**src/rtl/param_fifo_pkg.sv**
```systemverilog
// Shared helpers for the parametrised stream FIFO: usedw width derivation
// and the elaboration-time parameter legality check.
package param_fifo_pkg;

    // usedw must count 0..NUMWORDS+1 (RAM plus output register)
    function automatic int usedw_width(input int numwords);
        return $clog2(numwords + 2);
    endfunction

    function automatic bit params_ok(input int width_data,
                                     input int numwords,
                                     input int afull_lvl,
                                     input int aempty_lvl);
        return (width_data >= 1) && (numwords >= 2) &&
               (afull_lvl >= 1) && (afull_lvl <= numwords + 1) &&
               (aempty_lvl >= 0) && (aempty_lvl <= numwords);
    endfunction

endpackage

```
**src/rtl/param_ram.sv**
```systemverilog
// Simple dual-port RAM: synchronous write, asynchronous read.
module param_ram #(
    parameter int WIDTH = 8,
    parameter int DEPTH = 16,
    parameter int AW    = $clog2(DEPTH)
) (
    input  logic             clk,
    input  logic             we,
    input  logic [AW-1:0]    waddr,
    input  logic [WIDTH-1:0] wdata,
    input  logic [AW-1:0]    raddr,
    output logic [WIDTH-1:0] rdata
);

    logic [WIDTH-1:0] mem [DEPTH];

    always_ff @(posedge clk) begin
        if (we) begin
            mem[waddr] <= wdata;
        end
    end

    assign rdata = mem[raddr];

endmodule

```
**src/rtl/param_stream_fifo.sv**
```systemverilog
// Single-clock FIFO: write-enable producer, valid/ready show-ahead consumer
// with a registered head word, empty bypass, level flags, flush and sticky overflow.
module param_stream_fifo
    import param_fifo_pkg::*;
#(
    parameter int WIDTH_DATA = 8,
    parameter int NUMWORDS   = 16,
    parameter int AFULL_LVL  = NUMWORDS,
    parameter int AEMPTY_LVL = 1,
    parameter int _WIDTH_UW  = usedw_width(NUMWORDS)
) (
    input  logic                  clk,
    input  logic                  rst_n,
    input  logic                  flush,
    input  logic                  wr_en,
    input  logic [WIDTH_DATA-1:0] wr_data,
    output logic                  full,
    output logic                  m_valid,
    input  logic                  m_ready,
    output logic [WIDTH_DATA-1:0] m_data,
    output logic [_WIDTH_UW-1:0]  usedw,
    output logic                  almost_full,
    output logic                  almost_empty,
    output logic                  ovf,
    input  logic                  clr_err
);

    localparam int UW  = _WIDTH_UW;
    localparam int AW  = $clog2(NUMWORDS);
    localparam int CAP = NUMWORDS + 1;

    if (!params_ok(WIDTH_DATA, NUMWORDS, AFULL_LVL, AEMPTY_LVL)) begin : g_bad_params
        $error("param_stream_fifo: illegal parameter combination");
    end

    logic [AW-1:0]         wr_ptr;
    logic [AW-1:0]         rd_ptr;
    logic [UW-1:0]         ram_cnt;
    logic [WIDTH_DATA-1:0] ram_q;
    logic                  ram_nonempty;
    logic                  wr_acc;
    logic                  pop;
    logic                  load;
    logic                  bypass;
    logic                  ram_wr;
    logic                  ram_rd;

    // The output register is occupied whenever m_valid is set, so the RAM
    // holds whatever usedw counts beyond it.
    assign ram_cnt      = usedw - UW'(m_valid);
    assign ram_nonempty = (ram_cnt != '0);

    assign full         = (usedw == UW'(CAP));
    assign almost_full  = (usedw >= UW'(AFULL_LVL));
    assign almost_empty = (usedw <= UW'(AEMPTY_LVL));

    assign wr_acc = wr_en && !full && !flush;
    assign pop    = m_valid && m_ready && !flush;
    assign load   = (!m_valid || pop) && !flush;
    assign ram_rd = load && ram_nonempty;
    assign bypass = load && !ram_nonempty && wr_acc;
    assign ram_wr = wr_acc && !bypass;

    param_ram #(
        .WIDTH (WIDTH_DATA),
        .DEPTH (NUMWORDS),
        .AW    (AW)
    ) u_ram (
        .clk   (clk),
        .we    (ram_wr),
        .waddr (wr_ptr),
        .wdata (wr_data),
        .raddr (rd_ptr),
        .rdata (ram_q)
    );

    always_ff @(posedge clk) begin
        if (!rst_n) begin
            wr_ptr  <= '0;
            rd_ptr  <= '0;
            usedw   <= '0;
            m_valid <= 1'b0;
            m_data  <= '0;
        end else if (flush) begin
            wr_ptr  <= '0;
            rd_ptr  <= '0;
            usedw   <= '0;
            m_valid <= 1'b0;
        end else begin
            if (ram_wr) begin
                wr_ptr <= (wr_ptr == AW'(NUMWORDS - 1)) ? '0 : wr_ptr + AW'(1);
            end
            if (ram_rd) begin
                rd_ptr <= (rd_ptr == AW'(NUMWORDS - 1)) ? '0 : rd_ptr + AW'(1);
            end
            // RAM head takes precedence over bypass so older words leave first
            if (load) begin
                m_valid <= ram_nonempty || wr_acc;
                if (ram_nonempty) begin
                    m_data <= ram_q;
                end else if (wr_acc) begin
                    m_data <= wr_data;
                end
            end
            case ({wr_acc, pop})
                2'b10:   usedw <= usedw + UW'(1);
                2'b01:   usedw <= usedw - UW'(1);
                default: usedw <= usedw;
            endcase
        end
    end

    // A dropped write outranks a simultaneous clear
    always_ff @(posedge clk) begin
        if (!rst_n) begin
            ovf <= 1'b0;
        end else if (wr_en && full && !flush) begin
            ovf <= 1'b1;
        end else if (clr_err) begin
            ovf <= 1'b0;
        end
    end

endmodule

```
**config.mk**
```make
export PLATFORM = sky130hd
export DESIGN_NAME = param_stream_fifo
export DESIGN_NICKNAME = d
export VERILOG_FILES = /design/src/rtl/param_fifo_pkg.sv /design/src/rtl/param_ram.sv /design/src/rtl/param_stream_fifo.sv
export SDC_FILE = /design/constraint.sdc
export NUM_CORES = 1
export LEC_CHECK = 0
export ABC_AREA = 1
export CAP_MARGIN = 20
export CORE_MARGIN = 2
export CORE_UTILIZATION = 55
export DETAILED_ROUTE_END_ITERATION = 8
export GPL_ROUTABILITY_DRIVEN = 1
export HOLD_SLACK_MARGIN = 0.03
export PLACE_DENSITY = 0.74
export REMOVE_ABC_BUFFERS = 1
export SLEW_MARGIN = 20
export SYNTH_ARGS = -nofsm -noshare
export SYNTH_HDL_FRONTEND = slang
export SYNTH_HIERARCHICAL = 1
export SYNTH_SLANG_ARGS = --single-unit
```
**constraint.sdc**
```tcl
create_clock -name clk -period 2.7 [get_ports clk]
set_clock_uncertainty 0.2 [all_clocks]
set_input_delay 0.405 -clock clk [delete_from_list [all_inputs] [get_ports clk]]
set_output_delay 0.405 -clock clk [all_outputs]
set_load 0.01 [all_outputs]
```
==> impl_results.html, run 1 <==
<table>
<tr><th>Metric</th><th>Value</th></tr>
<tr><th colspan="2">Drt</th></tr>
<tr><td>Total wirelength of the detailed-routed design</td><td>approximately 16,000 um</td></tr>
<tr><td>Antenna viol nets, final</td><td>0</td></tr>
<tr><td>Iteration-0 DRC Markers</td><td>560</td></tr>
<tr><td>Number of detailed-routing iterations run before antenna repair</td><td>5</td></tr>
<tr><td>DRC errors left</td><td>0</td></tr>
<tr><td>Number of vias after detailed routing</td><td>5,334</td></tr>
<tr><td>Mean routed wirelength per cell</td><td>16.3 um</td></tr>
<tr><td>Vias per cell</td><td>between 5 and 6</td></tr>
<tr><th colspan="2">Yosys</th></tr>
<tr><td>XOR/XNOR Fraction of Synth Area</td><td>less than 1%</td></tr>
<tr><td>Adder and majority gate portion of the synthesized area</td><td>under 10%</td></tr>
<tr><td>Compound-gate portion of the synthesized area</td><td>under 10%</td></tr>
<tr><td>Mux cell area share after synthesis</td><td>0%</td></tr>
<tr><td>Simple-Gate Fraction of Synth Area</td><td>between 20% and 30%</td></tr>
<tr><td>Unique cell type count in the Yosys netlist</td><td>27</td></tr>
<tr><td>Gate count of the mapped netlist</td><td>roughly 760</td></tr>
<tr><td>Syn avg cell area</td><td>9.28 um2</td></tr>
<tr><td>Seq cells post-synth</td><td>~150</td></tr>
<tr><td>Netlist area before placement</td><td>7090 um2</td></tr>
<tr><td>Post-synthesis sequential area ratio</td><td>60.7%</td></tr>
<tr><td>Yosys warning total</td><td>6</td></tr>
<tr><td>Combinational family with the most area after synthesis</td><td>simple AND/OR/NAND/NOR gates</td></tr>
<tr><th colspan="2">Die</th></tr>
<tr><td>Core region area</td><td>about 13,000 um2</td></tr>
<tr><td>Count of standard-cell rows</td><td>41</td></tr>
<tr><td>Die Wd</td><td>between 100 and 150 um</td></tr>
<tr><td>Top-level port count</td><td>32</td></tr>
<tr><td>Total Die Area</td><td>around 14,000 um2</td></tr>
<tr><td>Initial cell density of the core</td><td>between 50% and 60%</td></tr>
<tr><td>Die outline height</td><td>118 um</td></tr>
<tr><th colspan="2">Worst setup path</th></tr>
<tr><td>Worst R2R Path Depth</td><td>12</td></tr>
<tr><td>Required time worst endpoint</td><td>between 2 and 2.5 ns</td></tr>
<tr><td>Reg-to-reg setup timing slack</td><td>0.20 ns</td></tr>
<tr><td>RR Startpoint</td><td>usedw[0]</td></tr>
<tr><td>Kind of capture point of the worst setup path</td><td>primary output</td></tr>
<tr><td>Worst flop-to-flop path endpoint</td><td>u_ram/mem[11][4]</td></tr>
<tr><td>Startpoint type of the worst setup path</td><td>register</td></tr>
<tr><td>Worst path max stage delay</td><td>between 0.5 and 0.6 ns</td></tr>
<tr><td>Library cell contributing the largest single delay on the critical path</td><td>clkdlybuf4s50_1</td></tr>
<tr><td>Path type of the worst setup path</td><td>reg -&gt; out</td></tr>
<tr><td>Crit path cell chain</td><td>inv_2, ha_1, nand2_1, inv_1, nand2_1, inv_1, clkdlybuf4s50_1</td></tr>
<tr><td>Arrival time at the worst endpoint</td><td>approximately 1.9 ns</td></tr>
<tr><td>Biggest fanout along the worst timing path</td><td>7</td></tr>
<tr><th colspan="2">Timing</th></tr>
<tr><td>Transition time of the tightest slew-check pin</td><td>0.675 ns</td></tr>
<tr><td>Unrepaired setup endpoints after global routing</td><td>no</td></tr>
<tr><td>Maximum clock frequency</td><td>about 390 MHz</td></tr>
<tr><td>Hold Slack</td><td>~0.27 ns</td></tr>
<tr><td>Setup TNS</td><td>0 ns</td></tr>
<tr><td>Finish-stage setup viols</td><td>0</td></tr>
<tr><td>Count of endpoints failing hold in the final timing report</td><td>0</td></tr>
<tr><td>Period utilisation layout</td><td>between 90% and 100%</td></tr>
<tr><td>Pins over their slew limit</td><td>0</td></tr>
<tr><td>Relative slew slack</td><td>55.0%</td></tr>
<tr><td>Time the worst path needs with I/O delays and setup</td><td>2.53 ns</td></tr>
<tr><th colspan="2">Global route</th></tr>
<tr><td>Wire length of the first global-routing pass</td><td>between 20,000 and 30,000 um</td></tr>
<tr><td>Aggregate global routing overflow</td><td>0</td></tr>
<tr><td>Aggregate global-route resource usage</td><td>25.0%</td></tr>
<tr><td>Initial antenna violation count</td><td>0</td></tr>
<tr><td>Via count of the first global-routing pass</td><td>5,214</td></tr>
<tr><td>Largest net degree at the start of global routing</td><td>70</td></tr>
<tr><th colspan="2">Status</th></tr>
<tr><td>Run status</td><td>finished, final reports clean</td></tr>
<tr><th colspan="2">Clocking</th></tr>
<tr><td>Deepest level of the CTS H-tree</td><td>4</td></tr>
<tr><td>Setup Fix Bufs, Post-CTS</td><td>0</td></tr>
<tr><td>Root buffer selected by CTS</td><td>clkbuf_16</td></tr>
<tr><td>Buffers from clock root to sink, at most</td><td>2</td></tr>
<tr><td>Clock Latency Late Sink</td><td>~0.42 ns</td></tr>
<tr><td>Clk pin slew, worst setup/hold paths</td><td>roughly 0.06 ns</td></tr>
<tr><td>Clock net sink count</td><td>approximately 150</td></tr>
<tr><td>Inserted Clock Buffers</td><td>17</td></tr>
<tr><td>CTS tree</td><td>built</td></tr>
<tr><th colspan="2">Layout</th></tr>
<tr><td>Final antenna diode count</td><td>0</td></tr>
<tr><td>Layout-stage area growth over the synthesis result</td><td>17.6%</td></tr>
<tr><td>Number of nets in the layout</td><td>about 840</td></tr>
<tr><td>Most frequent cells in the layout</td><td>nand2_1, inv_1, edfxtp_1</td></tr>
<tr><td>Fillcell total</td><td>slightly below 1,000</td></tr>
<tr><td>Most frequent standard cell in the layout excluding fill and tap cells</td><td>nand2_1</td></tr>
<tr><td>Fraction of layout cells with a size suffix above 1</td><td>between 10% and 20%</td></tr>
<tr><th colspan="2">Power and ir drop</th></tr>
<tr><td>Total Power Consumption</td><td>about 5.5 mW</td></tr>
<tr><td>Leakage power of the design</td><td>~3.6 nW</td></tr>
<tr><td>Maximum vdd drop</td><td>around 0.4 mV</td></tr>
<tr><td>Pwr Density</td><td>between 600 and 700 nW/um2</td></tr>
<tr><th colspan="2">Min path</th></tr>
<tr><td>Instance count along the most critical hold path</td><td>2</td></tr>
<tr><td>Endpoint with the worst hold slack</td><td>ovf</td></tr>
<tr><td>Hold Path Class</td><td>reg -&gt; reg</td></tr>
<tr><td>Worst Min Path Start</td><td>ovf</td></tr>
<tr><th colspan="2">Run</th></tr>
<tr><td>Max-cap violations</td><td>0</td></tr>
<tr><th colspan="2">Place</th></tr>
<tr><td>Input/output buffers</td><td>31</td></tr>
<tr><td>Routability cong.</td><td>approximately 0.92</td></tr>
<tr><td>Detailed placer's ending HPWL</td><td>~11,000 um</td></tr>
</table>
## worst max-delay path by stage
stage,from,end,slack (ns),cells after the start
6_report,usedw[1],full,0.17,7
5_1_grt,usedw[0],u_ram/mem[6][5],0.05,12
4_1_cts,usedw[1],full,0.08,7
3_5_place_dp,flush,u_ram/mem[5][4],0.08,9
3_3_place_gp,flush,u_ram/mem[4][7],0.13,9
2_1_floorplan,rd_ptr[0],m_data[2],-0.43,11
## synth_stat cells
cell	number	share of area, %
ha_1	8	1.4
inv_2	5	0.26
nor2_8	1	0.28
a21oi_1	12	0.85
dfxtp_1	23	6.5
xor2_1	3	0.37
o21ai_1	1	0.071
nor2_2	18	1.6
buf_4	4	0.42
nand2_1	239	13
inv_1	131	6.9
clkbuf_1	1	0.053
nand3b_1	2	0.21
nor3_1	1	0.071
buf_12	1	0.28
buf_1	1	0.053
nand3_1	108	7.6
buf_2	14	0.99
nand2_2	5	0.44
edfxtp_1	128	54
nor2_1	32	1.7
nand2_4	4	0.64
nand4_1	6	0.53
a21oi_2	1	0.12
nand3_2	2	0.28
o21ai_0	7	0.49
buf_6	6	0.95
## logic make-up after synthesis
kind of cell / count (synthesis)
buffers and inverters: 163
flip-flops: 151
AND/OR/NAND/NOR: 418
XOR/XNOR: 3
AO/OA/AOI/OAI: 21
adder cells (fa/ha/maj): 8
## area by class of cell
type                       instances  area, um2  area share [%]
sequential                       151       4310            51.7
clock buffer                      17        425            5.10
tap                              172        215            2.58
clock inverter                    15        224            2.69
inverter                         136        510            6.13
multi-input combinational        450       2080            25.0
timing repair buffer              66        573            6.88
## per-stage QoR
stage	worst slack, ns	instance area [um2]	cells	utilization (%)
after CTS	0.0848	8330	1007	66.0
after global routing	0.0504	8330	1007	66.0
final	0.167	8330	1007	66.0
after detailed placement	0.0772	7680	975	60.9
after global placement	0.134	7680	975	60.9
after floorplan	-0.429	6890	737	-
## critical path: cells and delay by family (launching register included)
kind                       cells  cell delay (ns)
and+or+nand+nor                2             0.13
adders and majority gates      1             0.18
buffers and inverters          4             0.84
DFF                            1             0.35
## power breakdown
part / switching [mW] / internal, mW / total, mW
Combinational: 0.249 / 0.133 / 0.382
Sequential: 0.0132 / 2.55 / 2.56
Clock: 0.936 / 1.65 / 2.58
Total: 1.20 / 4.33 / 5.53
## flip-flops by register name (all words and copies together), names as in the netlist
name	flops
u_ram/mem	128
m_data	8
usedw	5
rd_ptr	4
wr_ptr	4
m_valid	1
ovf	1
## layer usage
metal / track usage (%) / share of wire (%) / vias up / routed length [um]
li1: - / - / 2550 / -
met1: 33.1 / 43 / 2516 / 7070
met2: 39.4 / 47 / 227 / 7640
met3: 4.99 / 6.8 / 41 / 1120
met4: 12.8 / 3.5 / 0 / 568
met5: 0 / 0 / - / 0
## what timing repair did
| action | in CTS | in global routing |
|---|---|---|
| hold buffers | 0 | 0 |
| setup endpoints to repair | 0 | 54 |
| resized for setup | 0 | 2 |
(Power assumes the default switching activity.)
==> run 2, diff against run 1 <==
--- a/config.mk
+++ b/config.mk
@@ -8,11 +8,11 @@
 export ABC_AREA = 1
 export CAP_MARGIN = 20
 export CORE_MARGIN = 2
-export CORE_UTILIZATION = 55
+export CORE_UTILIZATION = 42
 export DETAILED_ROUTE_END_ITERATION = 8
 export GPL_ROUTABILITY_DRIVEN = 1
 export HOLD_SLACK_MARGIN = 0.03
-export PLACE_DENSITY = 0.74
+export PLACE_DENSITY = 0.59
 export REMOVE_ABC_BUFFERS = 1
 export SLEW_MARGIN = 20
 export SYNTH_ARGS = -nofsm -noshare
==> impl_results.html, run 2 (synthesis results as in run 1) <==
<table>
<tr><th>Metric</th><th>Value</th></tr>
<tr><th colspan="2">Timing</th></tr>
<tr><td>Period utilisation layout</td><td>a little over 90%</td></tr>
<tr><td>Count of endpoints failing hold in the final timing report</td><td>0</td></tr>
<tr><td>Hold Slack</td><td>around 0.26 ns</td></tr>
<tr><td>Unrepaired setup endpoints after global routing</td><td>no</td></tr>
<tr><td>Pins over their slew limit</td><td>0</td></tr>
<tr><td>Relative slew slack</td><td>between 50% and 60%</td></tr>
<tr><td>Transition time of the tightest slew-check pin</td><td>roughly 0.70 ns</td></tr>
<tr><td>Maximum clock frequency</td><td>398 MHz</td></tr>
<tr><td>Finish-stage setup viols</td><td>0</td></tr>
<tr><td>Time the worst path needs with I/O delays and setup</td><td>around 2.5 ns</td></tr>
<tr><th colspan="2">Drt</th></tr>
<tr><td>Vias per cell</td><td>just under 5</td></tr>
<tr><td>Antenna viol nets, final</td><td>0</td></tr>
<tr><td>Total wirelength of the detailed-routed design</td><td>between 15,000 and 20,000 um</td></tr>
<tr><td>Number of vias after detailed routing</td><td>~5,200</td></tr>
<tr><td>Iteration-0 DRC Markers</td><td>approximately 480</td></tr>
<tr><td>Number of detailed-routing iterations run before antenna repair</td><td>6</td></tr>
<tr><td>DRC errors left</td><td>0</td></tr>
<tr><td>Mean routed wirelength per cell</td><td>roughly 16 um</td></tr>
<tr><th colspan="2">Place</th></tr>
<tr><td>DP Area</td><td>a little under 8000 um2</td></tr>
<tr><td>Input/output buffers</td><td>31</td></tr>
<tr><td>Detailed placer's ending HPWL</td><td>between 10,000 and 15,000 um</td></tr>
<tr><td>Routability cong.</td><td>about 0.91</td></tr>
<tr><td>Placed instance count</td><td>1,023</td></tr>
<tr><th colspan="2">Layout</th></tr>
<tr><td>Total non-filler cell area in the finished layout</td><td>around 8300 um2</td></tr>
<tr><td>Layout-stage area growth over the synthesis result</td><td>16.6%</td></tr>
<tr><td>Final cell count without fillers</td><td>around 1,100</td></tr>
<tr><td>Fillcell total</td><td>about 1,500</td></tr>
<tr><td>Largest registers</td><td>u_ram/mem x128, m_data x8, usedw x5</td></tr>
<tr><td>Largest register FFs</td><td>roughly 130</td></tr>
<tr><td>Register with the most flip-flops</td><td>u_ram/mem</td></tr>
<tr><td>Most frequent standard cell in the layout excluding fill and tap cells</td><td>nand2_1</td></tr>
<tr><td>Core occupancy in the finished layout</td><td>about half</td></tr>
<tr><td>Final antenna diode count</td><td>0</td></tr>
<tr><td>Number of nets in the layout</td><td>between 800 and 900</td></tr>
<tr><td>Most frequent cells in the layout</td><td>nand2_1, inv_1, edfxtp_1</td></tr>
<tr><td>Area of the multi-input gates</td><td>between 2000 and 2500 um2</td></tr>
<tr><td>Fraction of layout cells with a size suffix above 1</td><td>between 10% and 20%</td></tr>
<tr><td>Flip-flop and latch area</td><td>about 4300 um2</td></tr>
<tr><th colspan="2">Worst setup path</th></tr>
<tr><td>Startpoint type of the worst setup path</td><td>register</td></tr>
<tr><td>Required time worst endpoint</td><td>around 2.1 ns</td></tr>
<tr><td>Kind of capture point of the worst setup path</td><td>primary output</td></tr>
<tr><td>Crit path cell chain</td><td>inv_2, ha_1, nand2_1, inv_1, nand2_1, inv_1, clkdlybuf4s50_1</td></tr>
<tr><td>Library cell contributing the largest single delay on the critical path</td><td>clkdlybuf4s50_1</td></tr>
<tr><td>Arrival time at the worst endpoint</td><td>between 1.5 and 2 ns</td></tr>
<tr><td>Worst path max stage delay</td><td>roughly 0.54 ns</td></tr>
<tr><td>Path type of the worst setup path</td><td>reg -&gt; out</td></tr>
<tr><td>Biggest fanout along the worst timing path</td><td>7</td></tr>
<tr><th colspan="2">Global route</th></tr>
<tr><td>Met3 track utilization from global routing</td><td>under 10%</td></tr>
<tr><td>Initial antenna violation count</td><td>0</td></tr>
<tr><td>Largest net degree at the start of global routing</td><td>40</td></tr>
<tr><td>Fraction of met2 tracks used by global routing</td><td>a little under a third</td></tr>
<tr><td>Via count of the first global-routing pass</td><td>4,888</td></tr>
<tr><td>Wire length of the first global-routing pass</td><td>26,400 um</td></tr>
<tr><td>Met1 demand-to-capacity share in global routing</td><td>between 20 and 30%</td></tr>
<tr><td>Aggregate global-route resource usage</td><td>between 15 and 20%</td></tr>
<tr><td>Aggregate global routing overflow</td><td>0</td></tr>
<tr><td>Most congested layer reported by global routing</td><td>met2</td></tr>
<tr><th colspan="2">Power and ir drop</th></tr>
<tr><td>Maximum vdd drop</td><td>around 0.41 mV</td></tr>
<tr><td>Total Power Consumption</td><td>roughly 5 mW</td></tr>
<tr><td>Pwr Density</td><td>607 nW/um2</td></tr>
<tr><td>Leakage power of the design</td><td>3.60 nW</td></tr>
<tr><th colspan="2">Min path</th></tr>
<tr><td>Hold Path Class</td><td>reg -&gt; reg</td></tr>
<tr><th colspan="2">Clocking</th></tr>
<tr><td>Post-CTS Resized</td><td>0</td></tr>
<tr><td>Clock Latency Late Sink</td><td>between 0.4 and 0.5 ns</td></tr>
<tr><td>Root buffer selected by CTS</td><td>clkbuf_16</td></tr>
<tr><td>Inserted Clock Buffers</td><td>17</td></tr>
<tr><td>Deepest level of the CTS H-tree</td><td>4</td></tr>
<tr><td>Clk pin slew, worst setup/hold paths</td><td>0.06 ns</td></tr>
<tr><td>Buffers from clock root to sink, at most</td><td>2</td></tr>
<tr><td>Clock net sink count</td><td>about 150</td></tr>
<tr><td>Setup Fix Bufs, Post-CTS</td><td>0</td></tr>
<tr><td>Hold buffers post-CTS</td><td>0</td></tr>
<tr><td>CTS tree</td><td>built</td></tr>
<tr><th colspan="2">Die</th></tr>
<tr><td>Die Wd</td><td>about 130 um</td></tr>
<tr><td>Core region area</td><td>~17,000 um2</td></tr>
<tr><td>Total Die Area</td><td>17,900 um2</td></tr>
<tr><td>Top-level port count</td><td>32</td></tr>
<tr><td>Initial cell density of the core</td><td>a little over two fifths</td></tr>
<tr><td>Die outline height</td><td>between 100 and 150 um</td></tr>
<tr><td>Count of standard-cell rows</td><td>47</td></tr>
<tr><th colspan="2">Run</th></tr>
<tr><td>Max-cap violations</td><td>0</td></tr>
<tr><th colspan="2">Status</th></tr>
<tr><td>Run status</td><td>finished, final reports clean</td></tr>
</table>
[run 2: cell types whose count changed in the layout (fill, tap and decap cells not counted), moves of 2 or more]
cell        before  now
clkinvlp_4       3    1
clkinv_2         2    6
bufinv_16        5    0
clkinv_4         0    3
[run 2: layer usage]
| metal | vias to the layer above | wire length (um) |
|---|---|---|
| li1 | 2550 | - |
| met1 | 2444 | 7750 |
| met2 | 174 | 7540 |
| met3 | 33 | 1110 |
| met4 | 0 | 401 |
| met5 | - | 0 |
[run 2: final timing paths]
check               endpoint  slack (ns)  startpoint  depth (start not counted)
max                     full        0.19    usedw[1]                          7
min                      ovf        0.26         ovf                          2
max reg2reg  u_ram/mem[5][7]        0.22    usedw[0]                         12
min reg2reg              ovf        0.26         ovf                          2
[run 2: report_power, final]
group          switching, mW  internal (mW)  total, mW
Combinational          0.251          0.135      0.386
Clock                  0.908           1.16       2.07
Sequential            0.0136           2.55       2.56
[run 2: area by class of cell]
class	count	area share (%)
clock inverters	12	0.984
well taps	220	3.33
flip-flops and latches	151	52.1
inverters	136	6.17
clock buffers	18	5.19
multi-input cells	450	25.1
repair buffers	66	7.08
[run 2: metrics by stage]
| stage | setup slack [ns] | TNS [ns] |
|---|---|---|
| after detailed placement | 0.107 | 0 |
| after floorplan | -0.429 | -3.39 |
| after global routing | 0.0429 | 0 |
| final | 0.188 | 0 |
| after CTS | 0.0637 | 0 |
| after global placement | 0.129 | 0 |
[run 2: worst max-delay path, delay by kind of cell (launching register included)]
family        cells  cell delay [ns]
flops             1             0.35
fa+ha+maj         1             0.18
simple gates      2             0.13
buf+inv           4             0.82
